File: src/rtl/mips_pkg.sv
// Shared types and constants for the MIPS core pipeline control blocks.
package mips_pkg;

    localparam int REG_ADDR_W = 5;

    localparam logic [REG_ADDR_W-1:0] REG_ZERO = '0;

    typedef enum logic {
        RUN     = 1'b0,
        MD_WAIT = 1'b1
    } hazard_state_e;

endpackage

File: src/rtl/md_countdown.sv
// Down-counter tracking the remaining EX cycles of a multi-cycle mul/div op.
module md_countdown #(
    parameter int CNT_W = 6
) (
    input  logic             clk,
    input  logic             rst_n,
    input  logic             load,
    input  logic [CNT_W-1:0] load_val,
    input  logic             dec,
    output logic [CNT_W-1:0] cnt,
    output logic             last
);

    logic [CNT_W-1:0] cnt_d;
    logic [CNT_W-1:0] cnt_q;

    // Saturate at zero so a stray decrement can never wrap the counter.
    always_comb begin
        cnt_d = cnt_q;
        if (load) begin
            cnt_d = load_val;
        end else if (dec && (cnt_q != '0)) begin
            cnt_d = cnt_q - CNT_W'(1);
        end
    end

    always_ff @(posedge clk or negedge rst_n) begin
        if (!rst_n) begin
            cnt_q <= '0;
        end else begin
            cnt_q <= cnt_d;
        end
    end

    assign cnt  = cnt_q;
    assign last = (cnt_q == CNT_W'(1));

endmodule

File: src/rtl/hazard_ctrl.sv
// Pipeline hazard controller: load-use stalls, redirect flushes and mul/div EX occupancy.
// Optional performance counters are enabled by defining HAZARD_CTRL_PERF_EN.
module hazard_ctrl #(
    parameter int REG_ADDR_W = mips_pkg::REG_ADDR_W,
    parameter int MD_LATENCY = 32,
    parameter int CNT_W      = 6
) (
    input  logic                  clk,
    input  logic                  rst_n,
    input  logic [REG_ADDR_W-1:0] id_rs,
    input  logic [REG_ADDR_W-1:0] id_rt,
    input  logic                  id_uses_rs,
    input  logic                  id_uses_rt,
    input  logic                  id_md_op,
    input  logic                  id_ex_mem_read,
    input  logic [REG_ADDR_W-1:0] id_ex_rt,
    input  logic                  ex_redirect,
    output logic                  pc_write,
    output logic                  if_id_write,
    output logic                  if_id_flush,
    output logic                  id_ex_write,
    output logic                  id_ex_flush,
    output logic                  ex_mem_flush,
    output logic                  md_busy,
    output logic                  md_done
`ifdef HAZARD_CTRL_PERF_EN
    ,
    input  logic                  perf_clr,
    output logic [31:0]           perf_lu_stalls,
    output logic [31:0]           perf_md_stalls,
    output logic [31:0]           perf_flushes
`endif
);

    import mips_pkg::*;

    localparam logic [CNT_W-1:0] MD_LOAD = CNT_W'(MD_LATENCY - 1);

    hazard_state_e    state_d;
    hazard_state_e    state_q;
    logic             lu;
    logic             cnt_load;
    logic             cnt_dec;
    logic [CNT_W-1:0] cnt;
    logic             cnt_last;
    logic             lu_stall_cyc;
    logic             redirect_cyc;
    logic             md_wait_cyc;

    md_countdown #(
        .CNT_W (CNT_W)
    ) u_md_countdown (
        .clk      (clk),
        .rst_n    (rst_n),
        .load     (cnt_load),
        .load_val (MD_LOAD),
        .dec      (cnt_dec),
        .cnt      (cnt),
        .last     (cnt_last)
    );

    assign lu = id_ex_mem_read
             && (id_ex_rt != REG_ADDR_W'(REG_ZERO))
             && ((id_uses_rs && (id_rs == id_ex_rt)) ||
                 (id_uses_rt && (id_rt == id_ex_rt)));

    // Outputs are forced low while reset is asserted, independent of the flops.
    always_comb begin
        state_d      = state_q;
        cnt_load     = 1'b0;
        cnt_dec      = 1'b0;
        pc_write     = 1'b0;
        if_id_write  = 1'b0;
        if_id_flush  = 1'b0;
        id_ex_write  = 1'b0;
        id_ex_flush  = 1'b0;
        ex_mem_flush = 1'b0;
        md_busy      = 1'b0;
        md_done      = 1'b0;
        lu_stall_cyc = 1'b0;
        redirect_cyc = 1'b0;
        md_wait_cyc  = 1'b0;
        if (rst_n) begin
            case (state_q)
                RUN: begin
                    pc_write    = 1'b1;
                    if_id_write = 1'b1;
                    id_ex_write = 1'b1;
                    if (ex_redirect) begin
                        if_id_flush  = 1'b1;
                        id_ex_flush  = 1'b1;
                        redirect_cyc = 1'b1;
                    end else if (lu) begin
                        pc_write     = 1'b0;
                        if_id_write  = 1'b0;
                        id_ex_flush  = 1'b1;
                        lu_stall_cyc = 1'b1;
                    end else if (id_md_op) begin
                        state_d  = MD_WAIT;
                        cnt_load = 1'b1;
                    end
                end
                MD_WAIT: begin
                    md_busy     = 1'b1;
                    cnt_dec     = 1'b1;
                    md_wait_cyc = 1'b1;
                    if (cnt_last) begin
                        md_done     = 1'b1;
                        id_ex_write = 1'b1;
                        state_d     = RUN;
                    end else begin
                        ex_mem_flush = 1'b1;
                    end
                end
                default: begin
                    state_d = RUN;
                end
            endcase
        end
    end

    always_ff @(posedge clk or negedge rst_n) begin
        if (!rst_n) begin
            state_q <= RUN;
        end else begin
            state_q <= state_d;
        end
    end

    // EX is occupied by the mul/div, so no redirect or load can legally be in EX now.
    a_md_wait_quiet: assert property (@(posedge clk) disable iff (!rst_n)
        (state_q == MD_WAIT) |-> (!ex_redirect && !lu && (cnt != '0)));

`ifdef HAZARD_CTRL_PERF_EN
    logic [31:0] perf_lu_d;
    logic [31:0] perf_lu_q;
    logic [31:0] perf_md_d;
    logic [31:0] perf_md_q;
    logic [31:0] perf_fl_d;
    logic [31:0] perf_fl_q;

    // Saturating event counters; a clear takes precedence over a same-cycle event.
    always_comb begin
        perf_lu_d = perf_lu_q;
        perf_md_d = perf_md_q;
        perf_fl_d = perf_fl_q;
        if (perf_clr) begin
            perf_lu_d = '0;
            perf_md_d = '0;
            perf_fl_d = '0;
        end else begin
            if (lu_stall_cyc && (perf_lu_q != '1)) perf_lu_d = perf_lu_q + 32'd1;
            if (md_wait_cyc  && (perf_md_q != '1)) perf_md_d = perf_md_q + 32'd1;
            if (redirect_cyc && (perf_fl_q != '1)) perf_fl_d = perf_fl_q + 32'd1;
        end
    end

    always_ff @(posedge clk or negedge rst_n) begin
        if (!rst_n) begin
            perf_lu_q <= '0;
            perf_md_q <= '0;
            perf_fl_q <= '0;
        end else begin
            perf_lu_q <= perf_lu_d;
            perf_md_q <= perf_md_d;
            perf_fl_q <= perf_fl_d;
        end
    end

    assign perf_lu_stalls = perf_lu_q;
    assign perf_md_stalls = perf_md_q;
    assign perf_flushes   = perf_fl_q;
`else
    logic unused_perf;
    assign unused_perf = lu_stall_cyc ^ redirect_cyc ^ md_wait_cyc;
`endif

endmodule

File: config.mk
export PLATFORM = sky130hd
export DESIGN_NAME = hazard_ctrl
export DESIGN_NICKNAME = d
export VERILOG_FILES = /design/src/rtl/mips_pkg.sv /design/src/rtl/md_countdown.sv /design/src/rtl/hazard_ctrl.sv
export SDC_FILE = /design/constraint.sdc
export NUM_CORES = 1
export LEC_CHECK = 0
export CORE_MARGIN = 1.5
export CORE_UTILIZATION = 30
export DETAILED_ROUTE_END_ITERATION = 6
export PLACE_DENSITY_LB_ADDON = 0.1
export SETUP_SLACK_MARGIN = 0.05
export SYNTH_ARGS = -nofsm -noshare
export SYNTH_HDL_FRONTEND = slang
export SYNTH_SLANG_ARGS = --single-unit
File: constraint.sdc
create_clock -name clk -period 1.8 [get_ports clk]
set_input_delay 0.36 -clock clk [delete_from_list [all_inputs] [get_ports clk]]
set_output_delay 0.36 -clock clk [all_outputs]
set_load 0.005 [all_outputs]
==> results of run 1 <==
==> cell type report <==
class,count,share of cell area (%)
timing repair buffer,52,35.9
clock buffer,4,2.18
tap,27,2.80
inverter,3,0.933
sequential,7,14.6
multi-input combinational,58,43.6
==> cell families after synthesis <==
logic type | synth area share (%)
buf+inv | 2.84
compound gates | 24.2
flops | 26.5
xor+xnor | 18.6
simple gates | 20.5
mux | 1.70
fa+ha+maj | 5.68
==> worst max path at each step <==
| stage | startpoint | endpoint | slack (ps) | depth (start not counted) |
|---|---|---|---|---|
| after floorplan | id_ex_rt[4] | pc_write | 30 | 5 |
| after global placement | id_ex_rt[4] | pc_write | -790 | 6 |
| after detailed placement | id_ex_rt[0] | if_id_write | -800 | 6 |
| after CTS | id_ex_rt[1] | if_id_write | -150 | 7 |
| after global routing | id_ex_rt[0] | id_ex_flush | -190 | 7 |
| final | id_ex_rt[0] | id_ex_flush | -140 | 7 |
==> registers in the layout, summed over array words and instances (netlist names) <==
| name | flops |
|---|---|
| u_md_countdown.cnt | 6 |
| state_q | 1 |
==> metrics by stage <==
step                hold WS [ps]  setup TNS [ps]  utilization, %
detailed placement           606           -4680            55.6
CTS                          293            -421            57.8
finish                       307            -374            59.7
floorplan                   64.4               0               -
global placement             587           -4520            55.6
global route                 321            -513            59.7
==> repair_timing <==
action | 4_1_cts | 5_1_grt
gates resized for setup | 60 | 14
pin swaps | 17 | 10
buffers inserted | 5 | 0
setup endpoints to repair | 9 | 12
hold buffers | 0 | 0
==> critical path: stages <==
cell,delay [ps]
buf_6,90
or4_4,550
o21ai_4,170
buf_6,110
nor3b_2,30
a21o_1,150
buf_2,120
==> cells in the mapped netlist <==
| cell | n | area share [%] |
|---|---|---|
| buf_4 | 1 | 1.1 |
| o21ai_1 | 1 | 0.76 |
| nor4_4 | 1 | 3.2 |
| o211ai_1 | 6 | 6.8 |
| nand3b_1 | 1 | 1.1 |
| a2111oi_1 | 1 | 1.5 |
| nand2b_1 | 1 | 0.95 |
| nor3b_1 | 1 | 1.1 |
| nand4_1 | 2 | 1.9 |
| a21oi_1 | 2 | 1.5 |
| a211oi_1 | 2 | 2.3 |
| or4_1 | 1 | 1.1 |
| nand3_1 | 2 | 1.5 |
| a21o_1 | 1 | 1.1 |
| a2111oi_4 | 1 | 4.2 |
| xnor2_1 | 13 | 17 |
| inv_1 | 3 | 1.7 |
| o22ai_1 | 1 | 0.95 |
| mux2_1 | 1 | 1.7 |
| o211a_1 | 1 | 1.5 |
| nor2_1 | 2 | 1.1 |
| nor2b_1 | 1 | 0.95 |
| a21oi_2 | 1 | 1.3 |
| a21boi_1 | 2 | 2.3 |
| nand2_1 | 5 | 2.8 |
| ha_1 | 3 | 5.7 |
| dfrtp_1 | 7 | 27 |
| or3_4 | 1 | 1.7 |
| or2_1 | 2 | 1.9 |
| and2_1 | 1 | 0.95 |
| xor2_1 | 1 | 1.3 |
==> metal layers <==
layer | wire [um] | vias up | share of wire (%)
met4 | 12 | 0 | 0.67
met2 | 911 | 26 | 51
met3 | 100 | 2 | 5.6
met1 | 768 | 316 | 43
met5 | 0 | - | 0
li1 | - | 366 | -
==> power by group <==
part           internal, mW  switching, mW  leakage (nW)  total [mW]
Clock                0.0841         0.0507        0.0150       0.135
Combinational         0.375          0.309         0.447       0.684
Sequential            0.235         0.0838        0.0780       0.319
Total                 0.694          0.444         0.540        1.14
==> layout by cell type, fill, tap and decap left out, drive strengths merged, types with 2 or more instances in the layout <==
master / count
a2111oi: 2
a211oi: 2
a21boi: 2
a21oi: 3
buf: 33
clkbuf: 4
clkdlybuf4s50: 6
dfrtp: 7
dlygate4sd2: 11
ha: 3
inv: 3
nand2: 5
nand3: 2
nand4: 2
nor2: 2
o211ai: 6
or2: 2
xnor2: 13
==> run_results.csv, run 1 <==
group,metric,value,unit
die,core,2020,um^2
grt,grtUsageMet1,19.9,%
sta,hold_violations,0,
worst_setup_path,endpoint_kind,"output pin",
placed_design,place.port_buffers,29,
die,die-height,49.9,um
clock_network,clk_pin_slew,50,ps
synth,synth_warnings,0,
routing,dr.pass1.iters,4,
die,dieArea,2490,um^2
clock_network,clockBufferDepth,2,
finish,multi_input_area,527,um^2
synth,netlist_instances,69,
synth,synth-seq-cells,7,
sta,max_freq,0.517,GHz
clock_network,htree_levels,1,
sta,worstMarginPinSlew,338,ps
die,die_x,49.9,um
clock_network,cts_sinks,7,
synth,syn_area_per_cell,9.57,um^2
routing,drt_wl_total,1790,um
worst_setup_path,regToRegEndpoint,"u_md_countdown.cnt[3]",
clock_network,cts_made_buffers,3,
clock_network,cts_tree,"built",
routing,ant_nets,0,
power,power_density,942,nW/um^2
sta,slew_viol_final,0,
grt,antenna_found_initial,0,
routing,drt_iter0_drc,11,
sta,relSlewSlack,77.5,%
sta,worst_slack,-136,ps
worst_setup_path,cp.required,1440,ps
finish,nNetsFinal,150,
finish,antennaDiodeCount,0,
synth,synth_nets,94,
placed_design,routabilityCongestion,0.688,
power,p_leak,0.540,nW
grt,overflow,0,
routing,drc,0,
power,total_power,1.14,mW
sta,setup_viol,3,
routing,vias,710,
grt,grt_most_used_layer,"met2",
grt,use_met2,29.3,%
placed_design,placed_cell_area,1120,um^2
finish,finalInstanceArea,1210,um^2
clock_network,cts_root_buf,"clkbuf_4",
worst_setup_path,r2r_slack,170,ps
grt,grt_pass1_wl,3210,um
routing,vias_per_cell,4.70,
worst_setup_path,r2r_cells,5,
die,io_pins,30,
routing,wl_per_cell,11.9,um
worst_setup_path,crit_type,"in2out",
sta,finalCriticalPeriod,1940,ps
worst_setup_path,crit_arrival,1580,ps
placed_design,dp_cells,143,
run,drv_cap,0,
power,ir_drop,0.000456,V
synth,ys_seq_area_share,26.5,%
grt,grt_pass1_vias,756,
finish,drive_gt1_share,41.1,%
placed_design,hpwl,1440,um
grt,met3_usage,1.82,%
clock_network,clock_latency,240,ps
finish,area_growth,82.8,%
finish,seq_area,176,um^2
worst_setup_path,reg2reg_from,"u_md_countdown.cnt[0]",
grt,track_usage,16.7,%
die,num_rows,16,
die,initial_utilization,32.7,%
placed_design,dp_slack,-803,ps
finish,fill_cells,193,
outcome,status,"complete, but fails checks",
finish,layoutNonFillerInstCount,151,
synth,syn_area,661,um^2
worst_hold_path,hold_path.class,"in2async",
worst_setup_path,cp_max_fo,2,
sta,rsz0062_at_grt,"true",
worst_setup_path,start_kind,"input pin",
sta,post-route-period-util,108,%
outcome,violations,"setup timing",
synth,synth.lib_cells_used.distinct,31,
grt,grt_start_max_net_pins,10,
sta,finClkSkew,2.25,ps
(Power assumes the default switching activity.)
==> run 2: changes to the inputs <==
--- a/config.mk
+++ b/config.mk
@@ -12,4 +12,5 @@
 export SETUP_SLACK_MARGIN = 0.05
 export SYNTH_ARGS = -nofsm -noshare
 export SYNTH_HDL_FRONTEND = slang
+export SYNTH_HIERARCHICAL = 1
 export SYNTH_SLANG_ARGS = --single-unit
==> constraint.sdc (replaced) <==
create_clock -name clk -period 1.8 [get_ports clk]
set_input_delay 0.27 -clock clk [delete_from_list [all_inputs] [get_ports clk]]
set_output_delay 0.27 -clock clk [all_outputs]
set_load 0.005 [all_outputs]
==> run 2 against run 1 <==
The run still ends with setup timing left. First-iteration DRC count is 91% lower. Largest cell class unchanged. Register-to-register slack worse by 170 ps. Clock power is 10% higher. Wire length is 31% higher. Sequential share of layout area is 2.5 points lower. Clock skew hardly changed. Die area is 3.0% higher. Synthesized cell count is 20% higher. Via count is 25% higher. Power is 22% higher. Core utilization is 7.0 points higher.
==> run_results.csv, run 2 <==
group,metric,value,unit
outcome,status,"complete, but fails checks",
outcome,violations,"setup timing",
placed_design,dp_slack,-702,ps
routing,drt_wl_total,2350,um
die,io_pins,30,
placed_design,dp_cells,169,
worst_setup_path,start_kind,"input pin",
routing,dr.pass1.iters,3,
routing,drt_iter0_drc,1,
synth,yosysMostFrequentCell,"xnor2_1",
grt,grt_start_max_net_pins,8,
worst_hold_path,hold_path.class,"in2async",
grt,grt_pass1_wl,3580,um
finish,drive_gt1_share,47.8,%
power,internal_power,848,uW
worst_setup_path,crit_type,"in2reg",
synth,synth_area_leader_cell,"dfrtp_1",
clock_network,cts_tree,"built",
power,power_density,961,nW/um^2
finish,final_common_cell,"buf_4",
power,power_switching,542,uW
synth,synth_compound_area_share,24.0,%
synth,synth_area_leaders,"dfrtp_1, xnor2_1, ha_1, inv_1, a2bb2oi_1",
clock_network,holdBufCountCts,0,
die,core,2170,um^2
worst_setup_path,cp.required,1940,ps
finish,area_growth,112,%
sta,finClkSkew,2.15,ps
power,p_sw_share,39.0,%
clock_network,cts_root_buf,"clkbuf_4",
routing,ant_nets,0,
placed_design,routabilityCongestion,0.773,
finish,layoutNonFillerInstCount,185,
clock_network,cts_sinks,7,
finish,final_util,66.7,%
worst_setup_path,endpoint_kind,"register",
routing,vias,888,
grt,track_usage,18.6,%
die,die-height,50.7,um
worst_setup_path,r2r_slack,0,ps
routing,drc,0,
die,initial_utilization,31.4,%
worst_setup_path,crit_arrival,2060,ps
sta,worst_slack,-123,ps
sta,rsz0062_at_grt,"true",
placed_design,place.port_buffers,29,
die,dieArea,2570,um^2
routing,wl_per_cell,12.7,um
clock_network,clk_pin_slew,60,ps
routing,vias_per_cell,4.80,
synth,synth_ff_type,"dfrtp_1",
clock_network,cts_made_buffers,3,
sta,setup_viol,3,
finish,antennaDiodeCount,0,
synth,ys_seq_area_share,25.7,%
clock_network,clockBufferDepth,2,
sta,max_freq,0.520,GHz
sta,finalCriticalPeriod,1920,ps
sta,post-route-period-util,107,%
worst_setup_path,cp_max_fo,7,
synth,async_flop_share,100,%
die,die_x,50.7,um
grt,overflow,0,
finish,layout_common_cells,"buf_4, dlygate4sd2_1, buf_6",
synth,synth_top_family_by_area,"simple AND/OR/NAND/NOR gates",
clock_network,clock_latency,250,ps
synth,muxShareOfSynthArea,0,%
synth,synth.lib_cells_used.distinct,38,
run,drv_cap,0,
placed_design,hpwl,1580,um
synth,synthSimpleGateAreaFrac,24.8,%
sta,slew_viol_final,0,
power,combPwrFrac,68.3,%
power,p_seq_share,20.9,%
power,ir_drop,0.000519,V
die,num_rows,17,
synth,syn_area,682,um^2
sta,hold_violations,0,
synth,yosys-top-cells-count,"xnor2_1, inv_1, dfrtp_1, nand2_1, nor2_1",
grt,grt_pass1_vias,908,
finish,fill_cells,196,
synth,netlist_instances,83,
synth,synth_warnings,6,
synth,synth-seq-cells,7,
finish,largest_reg_flops,6,
synth,synth_xor_area_share,12.8,%
synth,synth_fa_ha_area_share,5.50,%
synth,synth_top_cell_area_share,25.7,%
synth,synth_edf_count,0,
power,p_clk_share,10.7,%
power,p_leak,0.686,nW
synth,syn_area_per_cell,8.22,um^2
clock_network,htree_levels,1,
grt,antenna_found_initial,0,
finish,nNetsFinal,183,
## run 2: cell types whose count changed after synthesis, sizes merged, moves of 3 or more
cell | previous run | this run
o211ai | 6 | 0
inv | 3 | 8
a2bb2oi | 0 | 3
nor2 | 2 | 5
xnor2 | 13 | 10
## run 2: power groups by stage
stage	Sequential [mW]	Clock (mW)	Combinational (mW)
floorplan	0.306	0	0.327
global placement	0.277	0	0.717
detailed placement	0.279	0	0.728
CTS	0.278	0.153	0.803
global route	0.302	0.163	1.04
finish	0.291	0.149	0.950
## run 2: per-stage QoR
stage | power (mW) | area [um^2] | hold slack [ps] | TNS (ps)
detailed placement | 1.01 | 1210 | 545 | -6190
floorplan | 0.633 | 701 | -25.6 | -3.89
global route | 1.50 | 1450 | 132 | -754
finish | 1.39 | 1450 | 109 | -188
global placement | 0.994 | 1210 | 532 | -5840
CTS | 1.23 | 1310 | 119 | -226
## run 2: layout make-up
class	instances	area [um^2]	share of cell area (%)
repair buffers	68	562	38.8
inverters	8	32.5	2.25
clock buffers	4	26.3	1.82
multi-input cells	70	616	42.6
flip-flops and latches	7	175	12.1
well taps	28	35.0	2.42
## run 2: metal layers
| layer | global-route usage [%] | part of all wire [%] |
|---|---|---|
| met5 | 0 | 0 |
| met4 | 8.11 | 2.1 |
| met3 | 2.38 | 4.3 |
| met2 | 38.8 | 58 |
| met1 | 17.4 | 36 |
## run 2: worst paths after layout
check                                  from               endpoint  cells past startpoint
worst min-delay path                  rst_n  u_md_countdown/cnt[1]                      2
min in group clk                    state_q                state_q                      3
worst max register to register      state_q  u_md_countdown/cnt[5]                      5
worst max-delay path            id_ex_rt[2]  u_md_countdown/cnt[5]                     10
worst min register to register      state_q                state_q                      3
max in group asynchronous             rst_n  u_md_countdown/cnt[3]                      2
## run 2: logic make-up (layout without fill, tap and decap cells)
group                      after synthesis  count (layout)
adders and majority gates                3               3
xor gates and xnor gates                10              10
buffers and inverters                   10              80
AOI/OAI and AO/OA                       22              22
DFF                                      7               7
other                                    2               6
and+or+nand+nor                         29              29
## run 2: what timing repair did
action                                  4_1_cts  5_1_grt
hold endpoints to repair                      0        0
pin swaps                                    18       13
endpoints found under the setup margin       14       12
setup buffers                                 7        5
resized for setup                            73       17
## run 2: critical path: stages
cell	delay [ps]
buf_6	90
or4_4	530
o21a_1	220
buf_6	120
buf_6	110
a21oi_2	150
buf_6	160
inv_4	40
o311a_1	100
a221o_1	260
==> run 3: changes to the inputs <==
==> constraint.sdc (replaced) <==
create_clock -name clk -period 2.4 [get_ports clk]
set_input_delay 0.36 -clock clk [delete_from_list [all_inputs] [get_ports clk]]
set_output_delay 0.36 -clock clk [all_outputs]
set_load 0.005 [all_outputs]
==> run 3 against run 2 <==
The flow now finishes without violations. Sequential power is 19% lower. Non-clock buffer count fell by 19. Sequential share of layout area increased by 2.3 points.
==> run_results.csv, run 3 (synthesis results as in run 2) <==
group,metric,value,unit
clock_network,cts_made_buffers,3,
power,combPwrFrac,56.4,%
finish,drive_gt1_share,25.4,%
finish,final_common_cell,"clkdlybuf4s50_1",
finish,fill_cells,224,
routing,vias,780,
sta,finalCriticalPeriod,2280,ps
power,p_seq_share,30.0,%
grt,grt_start_max_net_pins,8,
power,p_leak,0.560,nW
sta,setup_viol,0,
die,die_x,50.7,um
grt,grt_pass1_vias,770,
sta,worst_slack,117,ps
die,die-height,50.7,um
sta,max_freq,0.438,GHz
power,power_switching,305,uW
die,initial_utilization,31.4,%
clock_network,clockBufferDepth,2,
routing,ant_nets,0,
worst_setup_path,reg2reg_from,"u_md_countdown/cnt[2]",
routing,wl_per_cell,11.7,um
worst_setup_path,start_kind,"register",
clock_network,cts_sinks,7,
worst_setup_path,crit_start,"u_md_countdown/cnt[2]",
placed_design,place.port_buffers,29,
placed_design,hpwl,1680,um
run,drv_cap,0,
die,io_pins,30,
worst_setup_path,endpoint_kind,"output pin",
grt,track_usage,16.9,%
finish,layoutNonFillerInstCount,166,
sta,post-route-period-util,95.1,%
placed_design,dp_slack,-259,ps
finish,layout_common_cells,"clkdlybuf4s50_1, buf_4, xnor2_1",
outcome,status,"finished clean",
finish,nNetsFinal,164,
clock_network,htree_levels,1,
finish,seq_area,175,um^2
die,core,2170,um^2
worst_setup_path,cp_max_fo,3,
routing,dr.pass1.iters,4,
sta,hold_violations,0,
clock_network,holdBufCountCts,0,
power,p_sw_share,38.5,%
finish,multi_input_area,507,um^2
power,power_density,651,nW/um^2
grt,overflow,0,
worst_hold_path,hold_path.class,"in2async",
finish,largest_reg_flops,6,
routing,drt_iter0_drc,11,
power,p_clk_share,13.6,%
worst_setup_path,cp.required,2040,ps
power,ir_drop,0.000502,V
routing,drc,0,
clock_network,cts_tree,"built",
power,internal_power,486,uW
worst_setup_path,crit_arrival,1920,ps
power,total_power,791,uW
finish,area_growth,78.2,%
sta,finClkSkew,1.80,ps
routing,vias_per_cell,4.70,
routing,drt_wl_total,1950,um
sta,slew_viol_final,0,
sta,rsz0062_at_grt,"false",
placed_design,dp_cells,159,
clock_network,cts_root_buf,"clkbuf_4",
placed_design,routabilityCongestion,0.798,
die,dieArea,2570,um^2
sta,fin_setup_tns,0,ps
worst_setup_path,crit_type,"reg2out",
die,num_rows,17,
finish,antennaDiodeCount,0,
grt,antenna_found_initial,0,
clock_network,clk_pin_slew,50,ps
grt,grt_pass1_wl,3260,um
sta,hold_slack,458,ps
clock_network,clock_latency,250,ps
-- run 3: cell count changes in the layout (fill, tap and decap cells not counted), sizes merged --
cell	before	now
buf	49	20
clkbuf	4	6
clkdlybuf4s50	5	21
dlygate4sd2	13	2
dlymetal6s2s	1	4
-- run 3: stage by stage --
step                cell area (um^2)  util, %
detailed placement              1140     52.5
CTS                             1200     55.2
floorplan                        697        -
global route                    1210     56.0
finish                          1210     56.0
global placement                1140     52.5
-- run 3: metal layers --
layer  global-route usage, %  vias to the layer above  part of all wire [%]
met5                       0                        -                     0
met4                    2.70                        0                     0
met3                    5.36                        0                   3.1
met2                    30.7                       14                    53
met1                    19.5                      363                    44
li1                        -                      403                     -
-- run 3: final timing paths --
kind                                          to  slack, ps  cells past startpoint
max                                 ex_mem_flush        120                      6
min                        u_md_countdown/cnt[1]        460                      2
max reg2reg                u_md_countdown/cnt[5]        640                      4
min reg2reg                              state_q        580                      2
max in group asynchronous  u_md_countdown/cnt[4]       1810                      2
min in group clk                         state_q        580                      2
-- run 3: repair_timing --
action / 4_1_cts / 5_1_grt
cloned: 0 / 0
endpoints found under the setup margin: 6 / 6
gates resized for setup: 10 / 8
pin swaps: 2 / 2
buffers inserted: 1 / 2
-- run 3: layout make-up --
cell class	instances	area share, %
clock buffer	4	2.16
inverter	8	2.47
multi-input combinational	70	41.7
sequential	7	14.4
tap	28	2.88
timing repair buffer	49	36.4
-- run 3: critical path, stage by stage (launching register included) --
cell             delay [ps]
dfrtp_1                 380
or2_2                   320
nor4b_2                 210
buf_4                   150
inv_1                    40
and2_1                  130
clkdlybuf4s50_1         450
-- run 3: power by group through the flow --
stage	registers, mW	logic, mW	clock network (mW)
3_5_place_dp	0.235	0.444	0
5_1_grt	0.246	0.501	0.120
4_1_cts	0.236	0.447	0.113
3_3_place_gp	0.230	0.432	0
6_report	0.237	0.446	0.107
2_1_floorplan	0.230	0.244	0
==> variant: new RTL, flow settings as in run 2 <==
Register the output `if_id_write`, cleared by the reset; this adds one clock of latency there. The other outputs are not delayed to match.
--- a/src/rtl/hazard_ctrl.sv
+++ b/src/rtl/hazard_ctrl.sv
@@ -38,2 +38,4 @@
 
+    logic if_id_write_d;
+
     hazard_state_e    state_d;
@@ -72,3 +74,3 @@
         pc_write     = 1'b0;
-        if_id_write  = 1'b0;
+        if_id_write_d = 1'b0;
         if_id_flush  = 1'b0;
@@ -86,3 +88,3 @@
                     pc_write    = 1'b1;
-                    if_id_write = 1'b1;
+                    if_id_write_d = 1'b1;
                     id_ex_write = 1'b1;
@@ -94,3 +96,3 @@
                         pc_write     = 1'b0;
-                        if_id_write  = 1'b0;
+                        if_id_write_d = 1'b0;
                         id_ex_flush  = 1'b1;
@@ -177,2 +179,10 @@
 
+    always_ff @(posedge clk or negedge rst_n) begin
+        if (!rst_n) begin
+            if_id_write <= '0;
+        end else begin
+            if_id_write <= if_id_write_d;
+        end
+    end
+
 endmodule
Check against the original RTL: not equivalent (Yosys sat finds a counterexample within 4 cycles, from zero or initial values and one cycle with rst_n low).
==> variant against run 2 <==
  * The run still ends with setup timing left
  * Sequential cell count is 1 higher
  * Worst hold slack improved by 0.025 ns
  * Cell area fell by 3.9%
  * Via count decreased by 2.4%
  * Total power shrank 0.99%
  * Area after synthesis rose by 2.6%
  * Setup slack improved by 0.097 ns
  * Die area grew 2.4%
  * Combinational power down 4.9%
  * Largest power group unchanged
  * Routed wire length grew 0.34%
  * Non-clock buffer count fell by 6
  * Clock power is essentially flat
==> variant: results (changes against run 2) <==
| Metric | Value |
|---|---|
| WL met1 | `1020 um (was 838 um)` |
| Xor-xnor portion of the synthesized cell area | `0.125 (was 0.128)` |
| Mapped Avg Cell Area | `8.43 sq um (was 8.22 sq um)` |
| Setup TNS | `-0.0406 ns (was -0.188 ns)` |
| GR Util met1 | `0.233 (was 0.174)` |
| Vias in the first global route | `858 (was 908)` |
| Failing checks | `setup timing (unchanged)` |
| Met3 WL post-DR | `103 um (was 101 um)` |
| DP Worst Slack | `-0.655 ns (was -0.702 ns)` |
| Final worst slack | `-0.0263 ns (was -0.123 ns)` |
| Routed Wire Length | `2360 um (was 2350 um)` |
| Fraction of layout cells with a size suffix above 1 | `0.430 (was 0.478)` |
| Placed insts | `170 (was 169)` |
| Register area share after synthesis | `0.286 (was 0.257)` |
| Synth area leaders | `dfrtp_1 29%, xnor2_1 13%, ha_1 5.4% (was dfrtp_1 26%, xnor2_1 13%, ha_1 5.5%)` |
| Max incr delay on CP | `0.37 ns (was 0.53 ns)` |
| Drt pass-1 iters | `4 (was 3)` |
| Crit-path max FO | `3 (was 7)` |
| Post-route insts no fill | `179 (was 185)` |
| Worst path slowest cell | `dfrtp_1 (was or4_4)` |
| Fin Clk Skew | `0.00410 ns (was 0.00215 ns)` |
| Setup bufs post-CTS | `3 (was 7)` |
| Adder-cell share of the synthesized area | `0.0537 (was 0.0550)` |
| Vias after detailed routing | `867 (was 888)` |
| Met2 WL | `1230 um (was 1370 um)` |
| Post-synth top cells | `10 x xnor2_1, 8 x dfrtp_1, 8 x inv_1 (was 10 x xnor2_1, 8 x inv_1, 7 x dfrtp_1)` |
| Pleak | `0.000654 uW (was 0.000686 uW)` |
| Placed cell areas | `1240 sq um (was 1210 sq um)` |
| Final GP Congestion | `0.801 (was 0.773)` |
| Run status | `finished, violations left (unchanged)` |
| Post_cts resized | `65 (was 73)` |
| Final setup fails | `3 (unchanged)` |
==> variant: changes by cell type after synthesis <==
cell | run 2 | this run
buf_4 | 1 | 0
dfrtp_1 | 7 | 8
==> variant: worst paths after layout <==
check	from	to	slack, ns	depth (start not counted)
setup / recovery	u_md_countdown/cnt[3]	ex_mem_flush	-0.03	6
min in group clk	id_ex_rt[0]	if_id_write	0.42	3
hold / removal	rst_n	u_md_countdown/cnt[0]	0.13	2
hold reg to reg	state_q	state_q	0.62	3
setup reg to reg	u_md_countdown/cnt[2]	u_md_countdown/cnt[5]	0.04	4
max in group asynchronous	rst_n	state_q	1.47	3
==> variant: layout make-up <==
type	count	area (sq um)
sequential	8	200
inverter	8	30.0
multi-input combinational	70	584
fill	221	822
timing repair buffer	62	518
tap	28	35.0
clock buffer	3	22.5
==> variant: report_power, final <==
group	total [uW]	internal [uW]	switching, uW
Sequential	325	262	62.5
Combinational	903	508	395
Clock	149	77.1	71.9
Total	1380	847	529
